[src/rtl/cfu_mac_pkg.sv]
// cfu_mac_pkg: opcodes, FSM states and lane arithmetic shared by
// the CFU multiply-accumulate array and its dot-product datapath.
package cfu_mac_pkg;

  localparam int DOT_W  = 20;
  localparam int PROD_W = 18;

  localparam logic [6:0] OP_CLR    = 7'd0;
  localparam logic [6:0] OP_SETOFF = 7'd1;
  localparam logic [6:0] OP_MAC4   = 7'd2;
  localparam logic [6:0] OP_RD     = 7'd3;
  localparam logic [6:0] OP_RDCLR  = 7'd4;

  typedef enum logic [1:0] {
    ST_IDLE = 2'd0,
    ST_BUSY = 2'd1,
    ST_RESP = 2'd2
  } state_t;

  // (int8(a) + off) * int8(b); the 10-bit adjusted operand cannot overflow
  function automatic logic signed [PROD_W-1:0] lane_prod(
    input logic        [7:0] a,
    input logic        [7:0] b,
    input logic signed [8:0] off
  );
    logic signed [9:0]        w_adj;
    logic signed [PROD_W-1:0] w_pa;
    logic signed [PROD_W-1:0] w_pb;
    w_adj = $signed({{2{a[7]}}, a}) + $signed({off[8], off});
    w_pa  = $signed({{8{w_adj[9]}}, w_adj});
    w_pb  = $signed({{10{b[7]}}, b});
    return w_pa * w_pb;
  endfunction

endpackage

[src/rtl/cfu_mac4_dot.sv]
// cfu_mac4_dot: four-lane offset-adjusted int8 dot product,
// delayed by MAC_PIPE-1 register stages.
module cfu_mac4_dot
  import cfu_mac_pkg::*;
#(
  parameter int MAC_PIPE = 2
) (
  input  logic                    clk,
  input  logic                    i_reset,
  input  logic [31:0]             i_a,
  input  logic [31:0]             i_b,
  input  logic signed [8:0]       i_off,
  output logic signed [DOT_W-1:0] o_dot
);

  logic signed [DOT_W-1:0]  w_sum;
  logic signed [PROD_W-1:0] w_p;

  always_comb begin
    w_sum = '0;
    w_p   = '0;
    for (int i = 0; i < 4; i++) begin
      w_p   = lane_prod(i_a[8*i +: 8], i_b[8*i +: 8], i_off);
      w_sum = w_sum + $signed({{(DOT_W-PROD_W){w_p[PROD_W-1]}}, w_p});
    end
  end

  if (MAC_PIPE == 1) begin : g_comb
    assign o_dot = w_sum;
  end else begin : g_pipe
    logic signed [DOT_W-1:0] r_pipe [MAC_PIPE-1];

    always_ff @(posedge clk) begin
      if (i_reset) begin
        for (int i = 0; i < MAC_PIPE-1; i++) r_pipe[i] <= '0;
      end else begin
        r_pipe[0] <= w_sum;
        for (int i = 1; i < MAC_PIPE-1; i++) r_pipe[i] <= r_pipe[i-1];
      end
    end

    assign o_dot = r_pipe[MAC_PIPE-2];
  end

endmodule

[src/rtl/cfu_mac_array.sv]
// cfu_mac_array: CFU with NUM_ACC accumulators fed by a pipelined
// four-lane int8 MAC, behind a single-outstanding cmd/rsp handshake.
module cfu_mac_array
  import cfu_mac_pkg::*;
#(
  parameter int NUM_ACC  = 4,
  parameter int ACC_W    = 32,
  parameter int MAC_PIPE = 2,
  parameter int SATURATE = 0
) (
  input  logic        clk,
  input  logic        reset,
  input  logic        cmd_valid,
  output logic        cmd_ready,
  input  logic [9:0]  cmd_payload_function_id,
  input  logic [31:0] cmd_payload_inputs_0,
  input  logic [31:0] cmd_payload_inputs_1,
  output logic        rsp_valid,
  input  logic        rsp_ready,
  output logic [31:0] rsp_payload_outputs_0
);

  localparam int SEL_W = (NUM_ACC > 1) ? $clog2(NUM_ACC) : 1;
  localparam int NSLOT = 1 << SEL_W;
  localparam int CNT_W = 2;

  localparam logic signed [32:0] ACC_MAX =
    33'((64'sd1 <<< (ACC_W-1)) - 64'sd1);
  localparam logic signed [32:0] ACC_MIN =
    33'(-(64'sd1 <<< (ACC_W-1)));

  state_t                   r_state;
  logic [CNT_W-1:0]         r_cnt;
  logic [6:0]               r_op;
  logic [SEL_W-1:0]         r_sel;
  logic signed [8:0]        r_off;
  logic signed [ACC_W-1:0]  r_acc [NSLOT];
  logic signed [ACC_W-1:0]  r_res;

  logic [6:0]               w_cmd_op;
  logic [SEL_W-1:0]         w_cmd_sel;
  logic                     w_accept;
  logic                     w_commit;
  logic [6:0]               w_op;
  logic [SEL_W-1:0]         w_sel;
  logic signed [ACC_W-1:0]  w_acc_cur;
  logic signed [DOT_W-1:0]  w_dot;
  logic signed [32:0]       w_sum33;
  logic signed [ACC_W-1:0]  w_mac_new;
  logic                     w_unused;

  assign w_cmd_op = cmd_payload_function_id[9:3];
  assign w_unused = ^cmd_payload_function_id[2:0];

  if (NUM_ACC > 1) begin : g_sel
    assign w_cmd_sel = cmd_payload_function_id[SEL_W-1:0];
  end else begin : g_sel1
    assign w_cmd_sel = '0;
  end

  assign cmd_ready = (r_state == ST_IDLE) && !reset;
  assign w_accept  = cmd_ready && cmd_valid;
  assign rsp_valid = (r_state == ST_RESP);

  // commit lands on the edge that enters RESP, never while in it
  assign w_commit =
    (w_accept && ((w_cmd_op != OP_MAC4) || (MAC_PIPE == 1))) ||
    ((r_state == ST_BUSY) && (r_cnt == '0));

  assign w_op  = (r_state == ST_IDLE) ? w_cmd_op  : r_op;
  assign w_sel = (r_state == ST_IDLE) ? w_cmd_sel : r_sel;

  assign w_acc_cur = r_acc[w_sel];

  cfu_mac4_dot #(
    .MAC_PIPE (MAC_PIPE)
  ) u_dot (
    .clk     (clk),
    .i_reset (reset),
    .i_a     (cmd_payload_inputs_0),
    .i_b     (cmd_payload_inputs_1),
    .i_off   (r_off),
    .o_dot   (w_dot)
  );

  assign w_sum33 =
    $signed({{(33-ACC_W){w_acc_cur[ACC_W-1]}}, w_acc_cur}) +
    $signed({{(33-DOT_W){w_dot[DOT_W-1]}}, w_dot});

  always_comb begin
    w_mac_new = w_sum33[ACC_W-1:0];
    if (SATURATE != 0) begin
      if (w_sum33 > ACC_MAX) begin
        w_mac_new = ACC_MAX[ACC_W-1:0];
      end else if (w_sum33 < ACC_MIN) begin
        w_mac_new = ACC_MIN[ACC_W-1:0];
      end
    end
  end

  always_ff @(posedge clk) begin
    if (reset) begin
      r_state <= ST_IDLE;
      r_cnt   <= '0;
      r_op    <= '0;
      r_sel   <= '0;
      r_off   <= '0;
      r_res   <= '0;
      for (int i = 0; i < NSLOT; i++) r_acc[i] <= '0;
    end else begin
      unique case (r_state)
        ST_IDLE: begin
          if (cmd_valid) begin
            r_op  <= w_cmd_op;
            r_sel <= w_cmd_sel;
            if ((w_cmd_op == OP_MAC4) && (MAC_PIPE > 1)) begin
              r_state <= ST_BUSY;
              r_cnt   <= CNT_W'(MAC_PIPE - 2);
            end else begin
              r_state <= ST_RESP;
            end
          end
        end
        ST_BUSY: begin
          if (r_cnt == '0) r_state <= ST_RESP;
          else             r_cnt   <= r_cnt - 1'b1;
        end
        ST_RESP: begin
          if (rsp_ready) begin
            r_state <= ST_IDLE;
            r_res   <= '0;
          end
        end
        default: r_state <= ST_IDLE;
      endcase

      if (w_commit) begin
        unique case (1'b1)
          (w_op == OP_CLR): begin
            r_acc[w_sel] <= '0;
            r_res        <= '0;
          end
          (w_op == OP_SETOFF): begin
            r_off <= $signed(cmd_payload_inputs_0[8:0]);
            r_res <= '0;
          end
          (w_op == OP_MAC4): begin
            r_acc[w_sel] <= w_mac_new;
            r_res        <= w_mac_new;
          end
          (w_op == OP_RD): begin
            r_res <= w_acc_cur;
          end
          (w_op == OP_RDCLR): begin
            r_res        <= w_acc_cur;
            r_acc[w_sel] <= '0;
          end
          default: r_res <= '0;
        endcase
      end
    end
  end

  assign rsp_payload_outputs_0 = 32'(r_res);

endmodule

[config.mk]
export PLATFORM = sky130hd
export DESIGN_NAME = cfu_mac_array
export DESIGN_NICKNAME = d
export VERILOG_FILES = /design/src/rtl/cfu_mac_pkg.sv /design/src/rtl/cfu_mac4_dot.sv /design/src/rtl/cfu_mac_array.sv
export SDC_FILE = /design/constraint.sdc
export NUM_CORES = 1
export LEC_CHECK = 0
export BUFFER_PORTS_ARGS = -buffer_cell sky130_fd_sc_hd__buf_2
export CORE_MARGIN = 4
export CORE_UTILIZATION = 45
export DETAILED_ROUTE_END_ITERATION = 6
export PLACE_DENSITY = 0.69
export SLEW_MARGIN = 20
export SYNTH_ARGS = -nofsm -noshare
export SYNTH_HDL_FRONTEND = slang
export SYNTH_SLANG_ARGS = --single-unit
[constraint.sdc]
create_clock -name clk -period 14.33 [get_ports clk]
set_input_delay 1.433 -clock clk [delete_from_list [all_inputs] [get_ports clk]]
set_output_delay 1.433 -clock clk [all_outputs]
set_load 0.005 [all_outputs]
==> results of run 1 <==
tightest hold or removal path, delay by kind of cell (launching register included):
| kind | cells | cell delay, ns |
|---|---|---|
| simple gates | 1 | 0.04 |
| compound gates | 1 | 0.05 |
| flops | 1 | 0.32 |
cell type report:
type	count	area (µm²)
Clock inverter	17	166.4
Sequential cell	202	5325
Antenna cell	1	2.502
Tap cell	688	860.8
Fill cell	4885	26650
Timing Repair Buffer	125	663.1
Inverter	480	1802
Clock buffer	25	593.1
Multi-Input combinational cell	1636	16490
kinds of logic after synthesis:
logic type,synth area share
flip-flops,0.2229
adder cells (fa/ha/maj),0.4098
multiplexers,0.03797
AO/OA/AOI/OAI,0.06986
buffers and inverters,0.08777
AND/OR/NAND/NOR,0.1405
XOR/XNOR,0.03116
path summary, 6_finish.rpt:
| check | start | endpoint | cells past startpoint |
|---|---|---|---|
| min reg2reg | rsp_payload_outputs_0[8]$_SDFFE_PP0P_ | rsp_payload_outputs_0[8]$_SDFFE_PP0P_ | 2 |
| max | cmd_payload_inputs_0[24] | u_dot.g_pipe.r_pipe[0][18]$_SDFF_PP0_ | 32 |
| max reg2reg | r_off[1]$_SDFFE_PP0P_ | u_dot.g_pipe.r_pipe[0][18]$_SDFF_PP0_ | 30 |
| min | rsp_payload_outputs_0[8]$_SDFFE_PP0P_ | rsp_payload_outputs_0[8]$_SDFFE_PP0P_ | 2 |
metal layers:
metal	up-vias	GRT usage	wire [µm]	share of wire
met5	-	0	27	0.00046
met4	4	0.06297	1798	0.031
met3	102	0.02254	3263	0.056
met1	8588	0.2724	22950	0.39
met2	523	0.3776	30120	0.52
li1	7692	-	-	-
state kept, by name, summed over array words and instances (netlist names):
| name | flops |
|---|---|
| r_acc | 128 |
| r_cnt | 2 |
| r_off | 9 |
| r_op | 7 |
| r_sel | 2 |
| r_state | 2 |
| rsp_payload_outputs_0 | 32 |
| u_dot.g_pipe.r_pipe | 20 |
layout by cell type (no fill, tap or decap), drive strengths merged, types with 3 or more instances in the layout:
cell,count
inv,482
fa,381
nor2,191
nand2,190
and2,178
ha,173
edfxtp,128
buf,125
a21oi,78
dfxtp,74
xnor2,62
o21ai,49
nor2b,33
mux4,32
nand2b,29
a22oi,28
clkbuf,25
xor2,23
nor3,21
a21o,21
nand3,18
o21bai,14
clkinv,14
mux2i,13
a211oi,11
o211ai,10
o21a,8
a31oi,8
a221o,6
or2,5
mux2,5
or3,5
nor4b,4
a31o,4
nand3b,3
o31ai,3
nor3b,3
a21boi,3
stage by stage:
stage	hold slack, ns	worst slack, ns	cells
after floorplan	0.4357	5.174	2392
after global placement	0.4300	3.838	3131
after detailed placement	0.4430	3.740	3131
after CTS	0.4571	4.201	3173
after global routing	0.4774	3.534	3173
final	0.4515	4.206	3174
==> results.md, run 1 <==
| Item | Value | Unit |
|:---|:---|:---|
| Resized Gates After CTS | 0 | - |
| Portion of synthesized cell area occupied by the leading cell type | 0.3192 | - |
| Capturing element type of the critical path | register | - |
| Headroom to the max-slew limit | 0.3356 | - |
| Cell occurring most often along the worst timing path | sky130_fd_sc_hd__fa_1 | - |
| Number of synthesized flops with an enable pin | 128 | - |
| Total nets after synthesis | 3024 | - |
| Global-route congestion overflow total | 0 | - |
| Synth Warn # | 0 | - |
| Final routed wirelength across all metal layers | 58.16 | mm |
| Number of placement rows | 84 | - |
| Deepest clock path buffer count | 3 | - |
| Area delta synth->final | 8.400 | % |
| Fraction of the cycle the final worst path needs | 0.7065 | - |
| Worst path slowest cell | sky130_fd_sc_hd__o31ai_1 | - |
| Number of top-level design ports | 112 | - |
| Root Buffer | sky130_fd_sc_hd__clkbuf_16 | - |
| Final net count | 3100 | - |
| FF+latch count, synth | 202 | - |
| Most area-consuming cells after synthesis | sky130_fd_sc_hd__fa_1, sky130_fd_sc_hd__edfxtp_1, sky130_fd_sc_hd__ha_1 | - |
| Number of buffers inserted by post-CTS setup repair | 0 | - |
| TritonCTS clock tree | built | - |
| Chip width | 238.4 | µm |
| Crit-path max cell delay | 0.67 | ns |
| Post-layout utilization of the core | 0.4928 | - |
| Number of instances in the synthesized netlist | 2392 | - |
| Clk_skew | 0.02833 | ns |
| Y dimension of the die | 238.4 | µm |
| Number of hold violations in the final report | 0 | - |
| Initial DRT Pass Iterations | 5 | - |
| Routability congestion estimate from global placement | 0.8910 | - |
| DRC | 0 | - |
| Accumulated negative setup slack | 0 | ns |
| Arrival time of data at the critical path endpoint | 10.53 | ns |
| Type of element launching the critical path | primary input | - |
| Worst endpoint required time | 14.73 | ns |
| Average instance area after synthesis | 9.988 | µm² |
| Placed wire-length estimate after detailed placement | 47.09 | mm |
| Unrepaired setup endpoints after global routing | no | - |
| Skew-Pair Late Insertion Delay | 0.57 | ns |
| Via-per-instance ratio | 5.327 | - |
| Final min period | 10.12 | ns |
| Most frequent cell after synthesis | sky130_fd_sc_hd__inv_1 | - |
| Placed standard-cell area | 25140 | µm² |
| Overall die area | 56840 | µm² |
| Clk slew on worst S/H paths | 0.06 | ns |
| Total track usage | 0.2112 | - |
| Fraction of layout instances using a drive strength above 1 | 0.08853 | - |
| Initial DRC Count | 1161 | - |
| Slack of the worst reg-to-reg path | 4.29 | ns |
| Worst-path fanout max | 8 | - |
| Number of setup violations in the final report | 0 | - |
| Outcome | complete, no violations | - |
| Most instantiated flip-flop cell in the synthesis netlist | sky130_fd_sc_hd__edfxtp_1 | - |
| Maximum clock frequency | 98.78 | MHz |
| Least-Margin Pin Slew | 0.9965 | ns |
| Top cell types by occurrence after synthesis | sky130_fd_sc_hd__inv_1, sky130_fd_sc_hd__fa_1, sky130_fd_sc_hd__nand2_1, sky130_fd_sc_hd__nor2_1, sky130_fd_sc_hd__and2_1 | - |
| Pin count of the biggest net entering global routing | 54 | - |
| IO Port Bufs | 110 | - |
| Mapped cell area | 23890 | µm² |
| Final Instance Area | 25900 | µm² |
| Max cap viols | 0 | - |
| Kind of critical path | primary input to register | - |
| Number of buffers added to fix hold violations after cts | 0 | - |
| Wire length of the first global-routing pass | 96.10 | mm |
| Final number of max-transition violations | 0 | - |
| Count of H-tree levels built during CTS | 1 | - |
| Number of buffers created by CTS | 23 | - |
| Number of sinks handled by clock tree synthesis | 202 | - |
| Most area-hungry cell type in the Yosys netlist | sky130_fd_sc_hd__fa_1 | - |
| Count of buffer and inverter cells on the critical path | 7 | - |
| Initial core utilization | 0.4546 | - |
| Class of the tightest hold or removal check | register to register | - |
| Number of antenna violations at the first check in global routing | 2 | - |
| Post-detailed-route wirelength per cell | 18.33 | µm |
| Number of vias in the routed layout | 16910 | - |
| Cell variety after synth | 69 | - |
| Antenna viol nets, final | 0 | - |
| Floorplan core area | 52550 | µm² |
| Kind of cell adding the most delay to the critical path | adder cells | - |
| Vias in the first global route | 18290 | - |
| Asr flop ratio synth | 0 | - |
| Sequential area share after synthesis | 0.2229 | - |
Power of run 1 is left out: the tool's default activity adds up to more than one toggle a clock period on the data nets, which glitch-free logic cannot reach.
==> run 2, diff against run 1 <==
--- a/config.mk
+++ b/config.mk
@@ -9,7 +9,7 @@
 export CORE_MARGIN = 4
 export CORE_UTILIZATION = 45
 export DETAILED_ROUTE_END_ITERATION = 6
-export PLACE_DENSITY = 0.69
+export PLACE_DENSITY = 0.72
 export SLEW_MARGIN = 20
 export SYNTH_ARGS = -nofsm -noshare
 export SYNTH_HDL_FRONTEND = slang
==> constraint.sdc (replaced) <==
create_clock -name clk -period 8.66 [get_ports clk]
set_input_delay 0.866 -clock clk [delete_from_list [all_inputs] [get_ports clk]]
set_output_delay 0.866 -clock clk [all_outputs]
set_load 0.005 [all_outputs]
==> run 2 against run 1 <==
Final cell count rose by 3.5%. Routed wire length grew 1.1%. Count of clock-buffer cells in the layout increased by 2. Via count rose by 0.20%. Register-to-register slack got worse by 4.0 ns. Cell area increased by 3.5%. Sequential share of layout area is 0.67 points lower. Critical path depth increased by 2. First-iteration DRC count is 11% lower. Setup slack lost 3.9 ns. Critical path type is now register to register.
==> results.md, run 2 (synthesis results as in run 1) <==
| Item | Value | Unit | Delta |
|:---|:---|:---|:---|
| Outcome | complete, no violations | - |  |
| Headroom to the max-slew limit | 0.3799 | - | +0.04421 |
| Initial DRT Pass Iterations | 5 | - | unchanged |
| Via-per-instance ratio | 5.156 | - | -3.2% |
| Number of buffers added to fix hold violations after cts | 0 | - | unchanged |
| Arrival time of data at the critical path endpoint | 8.78 | ns | -1.75 ns |
| Placed standard-cell area | 25950 | µm² | +3.3% |
| Total track usage | 0.2126 | - | +0.001406 |
| Commonest cells after routing, fill and taps aside | sky130_fd_sc_hd__inv_1, sky130_fd_sc_hd__fa_1, sky130_fd_sc_hd__nand2_1 | - |  |
| Clk slew on worst S/H paths | 0.07 | ns | about the same |
| Fraction of the cycle the final worst path needs | 0.9689 | - |  |
| Number of antenna violations at the first check in global routing | 1 | - | -1 |
| Area delta synth->final | 12.20 | % |  |
| Biggest register | r_acc | - |  |
| IO Port Bufs | 110 | - | unchanged |
| Floorplan core area | 52550 | µm² | unchanged |
| Worst hold slack after final layout | 0.4506 | ns | -0.0009540 ns |
| Number of hold violations in the final report | 0 | - | unchanged |
| Fraction of layout instances using a drive strength above 1 | 0.1348 | - | +0.04629 |
| Capturing element type of the critical path | register | - |  |
| Cell occurring most often along the worst timing path | sky130_fd_sc_hd__fa_1 | - |  |
| Count of H-tree levels built during CTS | 1 | - | unchanged |
| Kind of critical path | register to register | - |  |
| Chip width | 238.4 | µm | unchanged |
| Final routed wirelength across all metal layers | 58.81 | mm | +1.1% |
| Class of the tightest hold or removal check | register to register | - |  |
| Accumulated negative setup slack | 0 | ns | unchanged |
| Max cap viols | 0 | - | unchanged |
| Number of buffers created by CTS | 23 | - | unchanged |
| Leading cell type in the layout, fill and taps excluded | sky130_fd_sc_hd__inv_1 | - |  |
| Number of vias in the routed layout | 16940 | - | +0.20% |
| Overall die area | 56840 | µm² | unchanged |
| Number of sinks handled by clock tree synthesis | 202 | - | unchanged |
| Number of placement rows | 84 | - | unchanged |
| Number of top-level design ports | 112 | - | unchanged |
| Placed wire-length estimate after detailed placement | 48.58 | mm | +3.2% |
| Final net count | 3211 | - | +3.6% |
| Number of setup violations in the final report | 0 | - | unchanged |
| Initial core utilization | 0.4546 | - | unchanged |
| Wire length of the first global-routing pass | 96.21 | mm | +0.11% |
| Worst-path fanout max | 5 | - | -3 |
| Initial DRC Count | 1035 | - | -11% |
| Maximum clock frequency | 119.2 | MHz |  |
| Type of element launching the critical path | register | - |  |
| Root Buffer | sky130_fd_sc_hd__clkbuf_16 | - |  |
| Deepest clock path buffer count | 3 | - | unchanged |
| Worst path slowest cell | sky130_fd_sc_hd__fa_1 | - |  |
| Least-Margin Pin Slew | 0.9302 | ns | -0.06631 ns |
| Final number of max-transition violations | 0 | - | unchanged |
| Post-layout utilization of the core | 0.5101 | - | +0.01726 |
| Routability congestion estimate from global placement | 0.9640 | - | +8.2% |
| Crit-path max cell delay | 0.54 | ns | -0.13 ns |
| Clk_skew | 0.01683 | ns | -0.01150 ns |
| Pin count of the biggest net entering global routing | 54 | - | unchanged |
| Vias in the first global route | 18520 | - | +1.3% |
| Antenna viol nets, final | 0 | - | unchanged |
| TritonCTS clock tree | built | - |  |
| Y dimension of the die | 238.4 | µm | unchanged |
| Worst endpoint required time | 9.05 | ns | -5.68 ns |
| Final min period | 8.391 | ns |  |
| Post-detailed-route wirelength per cell | 17.90 | µm | -2.3% |
| Skew-Pair Late Insertion Delay | 0.53 | ns | -0.04 ns |
| Flip-flop count of the largest register, all copies and words added | 128 | - | unchanged |
| Global-route congestion overflow total | 0 | - | unchanged |
| DRC | 0 | - | unchanged |
| Final Instance Area | 26810 | µm² | +3.5% |
-- run 2: cell types whose count changed in the layout (fill, tap and decap cells not counted), moves of 3 or more --
| cell | delta |
|---|---|
| sky130_fd_sc_hd__buf_4 | +111 |
| sky130_fd_sc_hd__a21oi_2 | +8 |
| sky130_fd_sc_hd__dfxtp_1 | -3 |
| sky130_fd_sc_hd__clkbuf_1 | +3 |
| sky130_fd_sc_hd__clkinv_4 | -4 |
| sky130_fd_sc_hd__and2_1 | -3 |
| sky130_fd_sc_hd__a21oi_1 | -8 |
-- run 2: layout make-up --
type | instances | area (µm²)
diodes | 2 | 5.005
clock buffers | 27 | 590.6
clock inverters | 15 | 153.9
fillers | 4720 | 25740
inverters | 480 | 1802
multi-input cells | 1636 | 16570
flip-flops and latches | 202 | 5331
well taps | 688 | 860.8
repair buffers | 236 | 1496
-- run 2: what timing repair did --
action	in CTS	in global routing
setup buffers	0	2
setup endpoints to repair	0	6
gates resized for setup	0	27
-- run 2: final timing paths --
check | from | to | slack [ns] | cells past startpoint
worst min register to register | rsp_payload_outputs_0[3]$_SDFFE_PP0P_ | rsp_payload_outputs_0[3]$_SDFFE_PP0P_ | 0.45 | 2
worst min-delay path | rsp_payload_outputs_0[3]$_SDFFE_PP0P_ | rsp_payload_outputs_0[3]$_SDFFE_PP0P_ | 0.45 | 2
worst max register to register | r_off[0]$_SDFFE_PP0P_ | u_dot.g_pipe.r_pipe[0][18]$_SDFF_PP0_ | 0.27 | 34
worst max-delay path | r_off[0]$_SDFFE_PP0P_ | u_dot.g_pipe.r_pipe[0][18]$_SDFF_PP0_ | 0.27 | 34
-- run 2: critical path, delay by kind of cell (launching register included) --
kind / cells / cell delay, ns
DFF: 1 / 0.37
AOI/OAI and AO/OA: 8 / 1.23
adders and majority gates: 11 / 4.77
and+or+nand+nor: 5 / 0.83
buffers and inverters: 8 / 0.73
xor gates and xnor gates: 2 / 0.34
-- run 2: metal layers --
layer	GRT usage	vias up	routed length, µm
met2	0.3936	426	31000
met4	0.05928	0	1804
li1	-	7908	-
met5	0	-	0
met1	0.2664	8522	23050
met3	0.01930	87	2956
-- run 2: through the flow --
stage / cells / worst slack, ns
finish: 3286 / 0.2692
global route: 3284 / -0.03049
CTS: 3282 / 0.03817
detailed placement: 3240 / -0.3743
global placement: 3240 / -0.2197
floorplan: 2392 / 0.07131
Power of run 2 is left out for the same reason.
==> run 3, diff against run 2 <==
--- a/config.mk
+++ b/config.mk
@@ -5,11 +5,12 @@
 export SDC_FILE = /design/constraint.sdc
 export NUM_CORES = 1
 export LEC_CHECK = 0
+export ABC_AREA = 1
 export BUFFER_PORTS_ARGS = -buffer_cell sky130_fd_sc_hd__buf_2
 export CORE_MARGIN = 4
 export CORE_UTILIZATION = 45
 export DETAILED_ROUTE_END_ITERATION = 6
-export PLACE_DENSITY = 0.72
+export PLACE_DENSITY = 0.69
 export SLEW_MARGIN = 20
 export SYNTH_ARGS = -nofsm -noshare
 export SYNTH_HDL_FRONTEND = slang
==> constraint.sdc (replaced) <==
create_clock -name clk -period 9.5 [get_ports clk]
set_input_delay 0.95 -clock clk [delete_from_list [all_inputs] [get_ports clk]]
set_output_delay 0.95 -clock clk [all_outputs]
set_load 0.005 [all_outputs]
==> run 3 against run 2 <==
Hold slack lost 0.0022 ns. Setup slack gained 0.78 ns. Largest cell class unchanged. Maximum frequency shrank 0.71%. Synthesized cell count grew 32%. Highest routed layer is now met5. Count of clock-buffer cells in the layout shrank 2. Clock skew grew 0.011 ns.
==> results.md, run 3 <==
| Item | Value | Unit | Delta |
|:---|:---|:---|:---|
| Outcome | complete, no violations | - |  |
| Number of buffers created by CTS | 22 | - | -4.3% |
| Number of placement rows | 86 | - | +2.4% |
| Post-detailed-route wirelength per cell | 16.42 | µm | -8.2% |
| Antenna viol nets, final | 0 | - | unchanged |
| Accumulated negative setup slack | 0 | ns | unchanged |
| Most area-consuming cells after synthesis | sky130_fd_sc_hd__fa_1, sky130_fd_sc_hd__edfxtp_1, sky130_fd_sc_hd__inv_1 | - |  |
| Average instance area after synthesis | 8.041 | µm² | -19% |
| Final net count | 3869 | - | +20% |
| Number of buffers added to fix hold violations after cts | 0 | - | unchanged |
| Worst path slowest cell | sky130_fd_sc_hd__xor2_1 | - |  |
| Most instantiated flip-flop cell in the synthesis netlist | sky130_fd_sc_hd__edfxtp_1 | - |  |
| Wire length of the first global-routing pass | 105.5 | mm | +9.7% |
| Final number of max-transition violations | 0 | - | unchanged |
| Vias in the first global route | 19840 | - | +7.1% |
| Startpoint of the worst-slack reg-to-reg timing path | r_off[0]$_SDFFE_PP0P_ | - |  |
| Count of buffer and inverter cells on the critical path | 7 | - | -1 |
| Least-Margin Pin Slew | 0.8053 | ns | -0.1249 ns |
| Sequential area share after synthesis | 0.2100 | - | -0.01292 |
| Number of placed instances with taps included | 3961 | - | +22% |
| Class of the tightest hold or removal check | register to register | - |  |
| Most area-hungry cell type in the Yosys netlist | sky130_fd_sc_hd__fa_1 | - |  |
| Placed wire-length estimate after detailed placement | 54.12 | mm | +11% |
| Y dimension of the die | 245.4 | µm | +2.9% |
| Capturing element type of the critical path | register | - |  |
| Crit-path max cell delay | 0.62 | ns | +0.08 ns |
| Post-route insts no fill | 4003 | - | +22% |
| Wire length on met3 | 3.718 | mm | +26% |
| CP endpoint | u_dot.g_pipe.r_pipe[0][17]$_SDFF_PP0_ | - |  |
| Cell variety after synth | 53 | - | -23% |
| Via-per-instance ratio | 4.961 | - | -3.8% |
| Total nets after synthesis | 3786 | - | +25% |
| Final min period | 8.451 | ns | +0.06020 ns |
| Routability congestion estimate from global placement | 0.9875 | - | +2.4% |
| Critical R2R Capture | u_dot.g_pipe.r_pipe[0][17]$_SDFF_PP0_ | - |  |
| Asr flop ratio synth | 0 | - | unchanged |
| Min-Delay Startpoint | rsp_payload_outputs_0[11]$_SDFFE_PP0P_ | - |  |
| Number of antenna violations at the first check in global routing | 3 | - | +2 |
| Biggest register | r_acc | - |  |
| Metal-1 WL | 27.32 | mm | +19% |
| Chip width | 245.4 | µm | +2.9% |
| Fraction of layout instances using a drive strength above 1 | 0.07409 | - | -0.06074 |
| Number of instances in the synthesized netlist | 3154 | - | +32% |
| Flip-flop count of the largest register, all copies and words added | 128 | - | unchanged |
| Initial DRT Pass Iterations | 5 | - | unchanged |
| IO Port Bufs | 110 | - | unchanged |
| Mapped cell area | 25360 | µm² | +6.2% |
| Resized Gates After CTS | 0 | - | unchanged |
| Count of fill cells added during filler insertion | 5392 | - | +14% |
| CP startpoint | r_off[0]$_SDFFE_PP0P_ | - |  |
| Count of H-tree levels built during CTS | 1 | - | unchanged |
| Deepest clock path buffer count | 3 | - | unchanged |
| Final routed wirelength across all metal layers | 65.74 | mm | +12% |
| Arrival time of data at the critical path endpoint | 8.90 | ns | +0.12 ns |
| Total track usage | 0.2224 | - | +0.009740 |
| Most frequent cell after synthesis | sky130_fd_sc_hd__inv_1 | - |  |
| Met2 wire length | 32.38 | mm | +4.4% |
| Commonest cells after routing, fill and taps aside | sky130_fd_sc_hd__inv_1, sky130_fd_sc_hd__nand2_1, sky130_fd_sc_hd__nor2_1 | - |  |
| TritonCTS clock tree | built | - |  |
| Synth Warn # | 0 | - | unchanged |
| Global-route congestion overflow total | 0 | - | unchanged |
| Number of hold violations in the final report | 0 | - | unchanged |
| Number of synthesized flops with an enable pin | 128 | - | unchanged |
| Top cell types by occurrence after synthesis | sky130_fd_sc_hd__inv_1, sky130_fd_sc_hd__nand2_1, sky130_fd_sc_hd__nor2_1, sky130_fd_sc_hd__fa_1, sky130_fd_sc_hd__ha_1 | - |  |
| Depth of the worst register-to-register path | 29 | - | -15% |
| Headroom to the max-slew limit | 0.4619 | - | +0.08202 |
| Clk_skew | 0.02745 | ns | +0.01062 ns |
| Highest layer used for signal routing | met5 | - |  |
| Initial DRC Count | 1324 | - | +28% |
| Slack of the worst reg-to-reg path | 1.05 | ns | +0.78 ns |
| Cell occurring most often along the worst timing path | sky130_fd_sc_hd__fa_1 | - |  |
| Initial core utilization | 0.4577 | - | +0.003023 |
| Number of setup violations in the final report | 0 | - | unchanged |
| Logic depth of the worst path, buffers included | 29 | - | -15% |
| Worst-path fanout max | 8 | - | +3 |
| Number of buffers inserted by post-CTS setup repair | 0 | - | unchanged |
| Pin count of the biggest net entering global routing | 67 | - | +24% |
| Number of vias in the routed layout | 19860 | - | +17% |
| Maximum clock frequency | 118.3 | MHz | -0.71% |
| Skew-Pair Late Insertion Delay | 0.53 | ns | about the same |
| Floorplan core area | 55420 | µm² | +5.5% |
| DRC | 0 | - | unchanged |
| Leading cell type in the layout, fill and taps excluded | sky130_fd_sc_hd__inv_1 | - |  |
| Unrepaired setup endpoints after global routing | no | - |  |
| Portion of synthesized cell area occupied by the leading cell type | 0.3007 | - | -0.01851 |
| Fraction of the cycle the final worst path needs | 0.8896 | - | -0.07934 |
| FF+latch count, synth | 202 | - | unchanged |
| Overall die area | 60220 | µm² | +5.9% |
| Type of element launching the critical path | register | - |  |
| Clk slew on worst S/H paths | 0.06 | ns | about the same |
| Max cap viols | 0 | - | unchanged |
| Area delta synth->final | 8.160 | % |  |
| Kind of cell adding the most delay to the critical path | adder cells | - |  |
| Number of sinks handled by clock tree synthesis | 202 | - | unchanged |
| Kind of critical path | register to register | - |  |
| Root Buffer | sky130_fd_sc_hd__clkbuf_16 | - |  |
| Worst endpoint required time | 9.95 | ns | +0.90 ns |
| Number of top-level design ports | 112 | - | unchanged |
run 3: cell count changes after synthesis, moves of 32 or more:
cell and delta:
sky130_fd_sc_hd__nand3_1 +84, sky130_fd_sc_hd__xnor2_1 -53, sky130_fd_sc_hd__inv_1 +246, sky130_fd_sc_hd__nor2_1 +220
sky130_fd_sc_hd__o21ai_0 +57, sky130_fd_sc_hd__and2_1 -168, sky130_fd_sc_hd__nor2b_1 -33, sky130_fd_sc_hd__nand2_1 +475
sky130_fd_sc_hd__mux4_2 -32
run 3: worst reg2reg max path: cells and delay by family, from the launching register on:
| family | cells | cell delay [ns] |
|---|---|---|
| xor+xnor | 1 | 0.62 |
| simple gates | 3 | 0.39 |
| buf+inv | 7 | 0.40 |
| fa+ha+maj | 11 | 5.11 |
| flops | 1 | 0.61 |
| compound gates | 7 | 1.25 |
run 3: cell type report:
class | count | area [µm²] | share of cell area
antenna | 2 | 5.005 | 0.0001824
clock buffer | 25 | 581.8 | 0.02121
clock inverter | 15 | 192.7 | 0.007024
inverter | 741 | 2783 | 0.1014
multi-input combinational | 2142 | 16920 | 0.6169
sequential | 202 | 5325 | 0.1941
tap | 748 | 935.9 | 0.03412
timing repair buffer | 128 | 685.7 | 0.02500
run 3: logic make-up after synthesis:
| family | share of synthesized area |
|---|---|
| AO/OA/AOI/OAI | 0.05816 |
| AND/OR/NAND/NOR | 0.2105 |
| XOR/XNOR | 0.01140 |
| flip-flops | 0.2100 |
| buffers and inverters | 0.1239 |
| adder cells (fa/ha/maj) | 0.3861 |
run 3: metrics by stage:
stage / instance area [µm²] / worst slack, ns / hold WS, ns / util
final: 27430 / 1.049 / 0.4484 / 0.4950
after global routing: 27430 / 0.6827 / 0.4609 / 0.4949
after CTS: 27430 / 1.165 / 0.4503 / 0.4949
after detailed placement: 26650 / 0.8008 / 0.4336 / 0.4809
after global placement: 26650 / 0.8422 / 0.4315 / 0.4809
after floorplan: 25360 / 1.538 / 0.4297 / -
run 3: per-layer routing:
layer,vias to the layer above,global-route usage
met5,-,0
met4,2,0.07042
met3,98,0.02224
met2,566,0.3938
met1,9476,0.2882
li1,9716,-
run 3: worst min path at each step:
stage,end,slack [ns],depth (start not counted)
4_1_cts,rsp_payload_outputs_0[28]$_SDFFE_PP0P_,0.45,2
6_report,rsp_payload_outputs_0[11]$_SDFFE_PP0P_,0.45,2
3_5_place_dp,rsp_payload_outputs_0[28]$_SDFFE_PP0P_,0.43,2
3_3_place_gp,rsp_payload_outputs_0[18]$_SDFFE_PP0P_,0.43,2
2_1_floorplan,r_op[6]$_SDFFE_PP0P_,0.43,2
5_1_grt,rsp_payload_outputs_0[16]$_SDFFE_PP0P_,0.46,2
Power of run 3 is left out for the same reason.
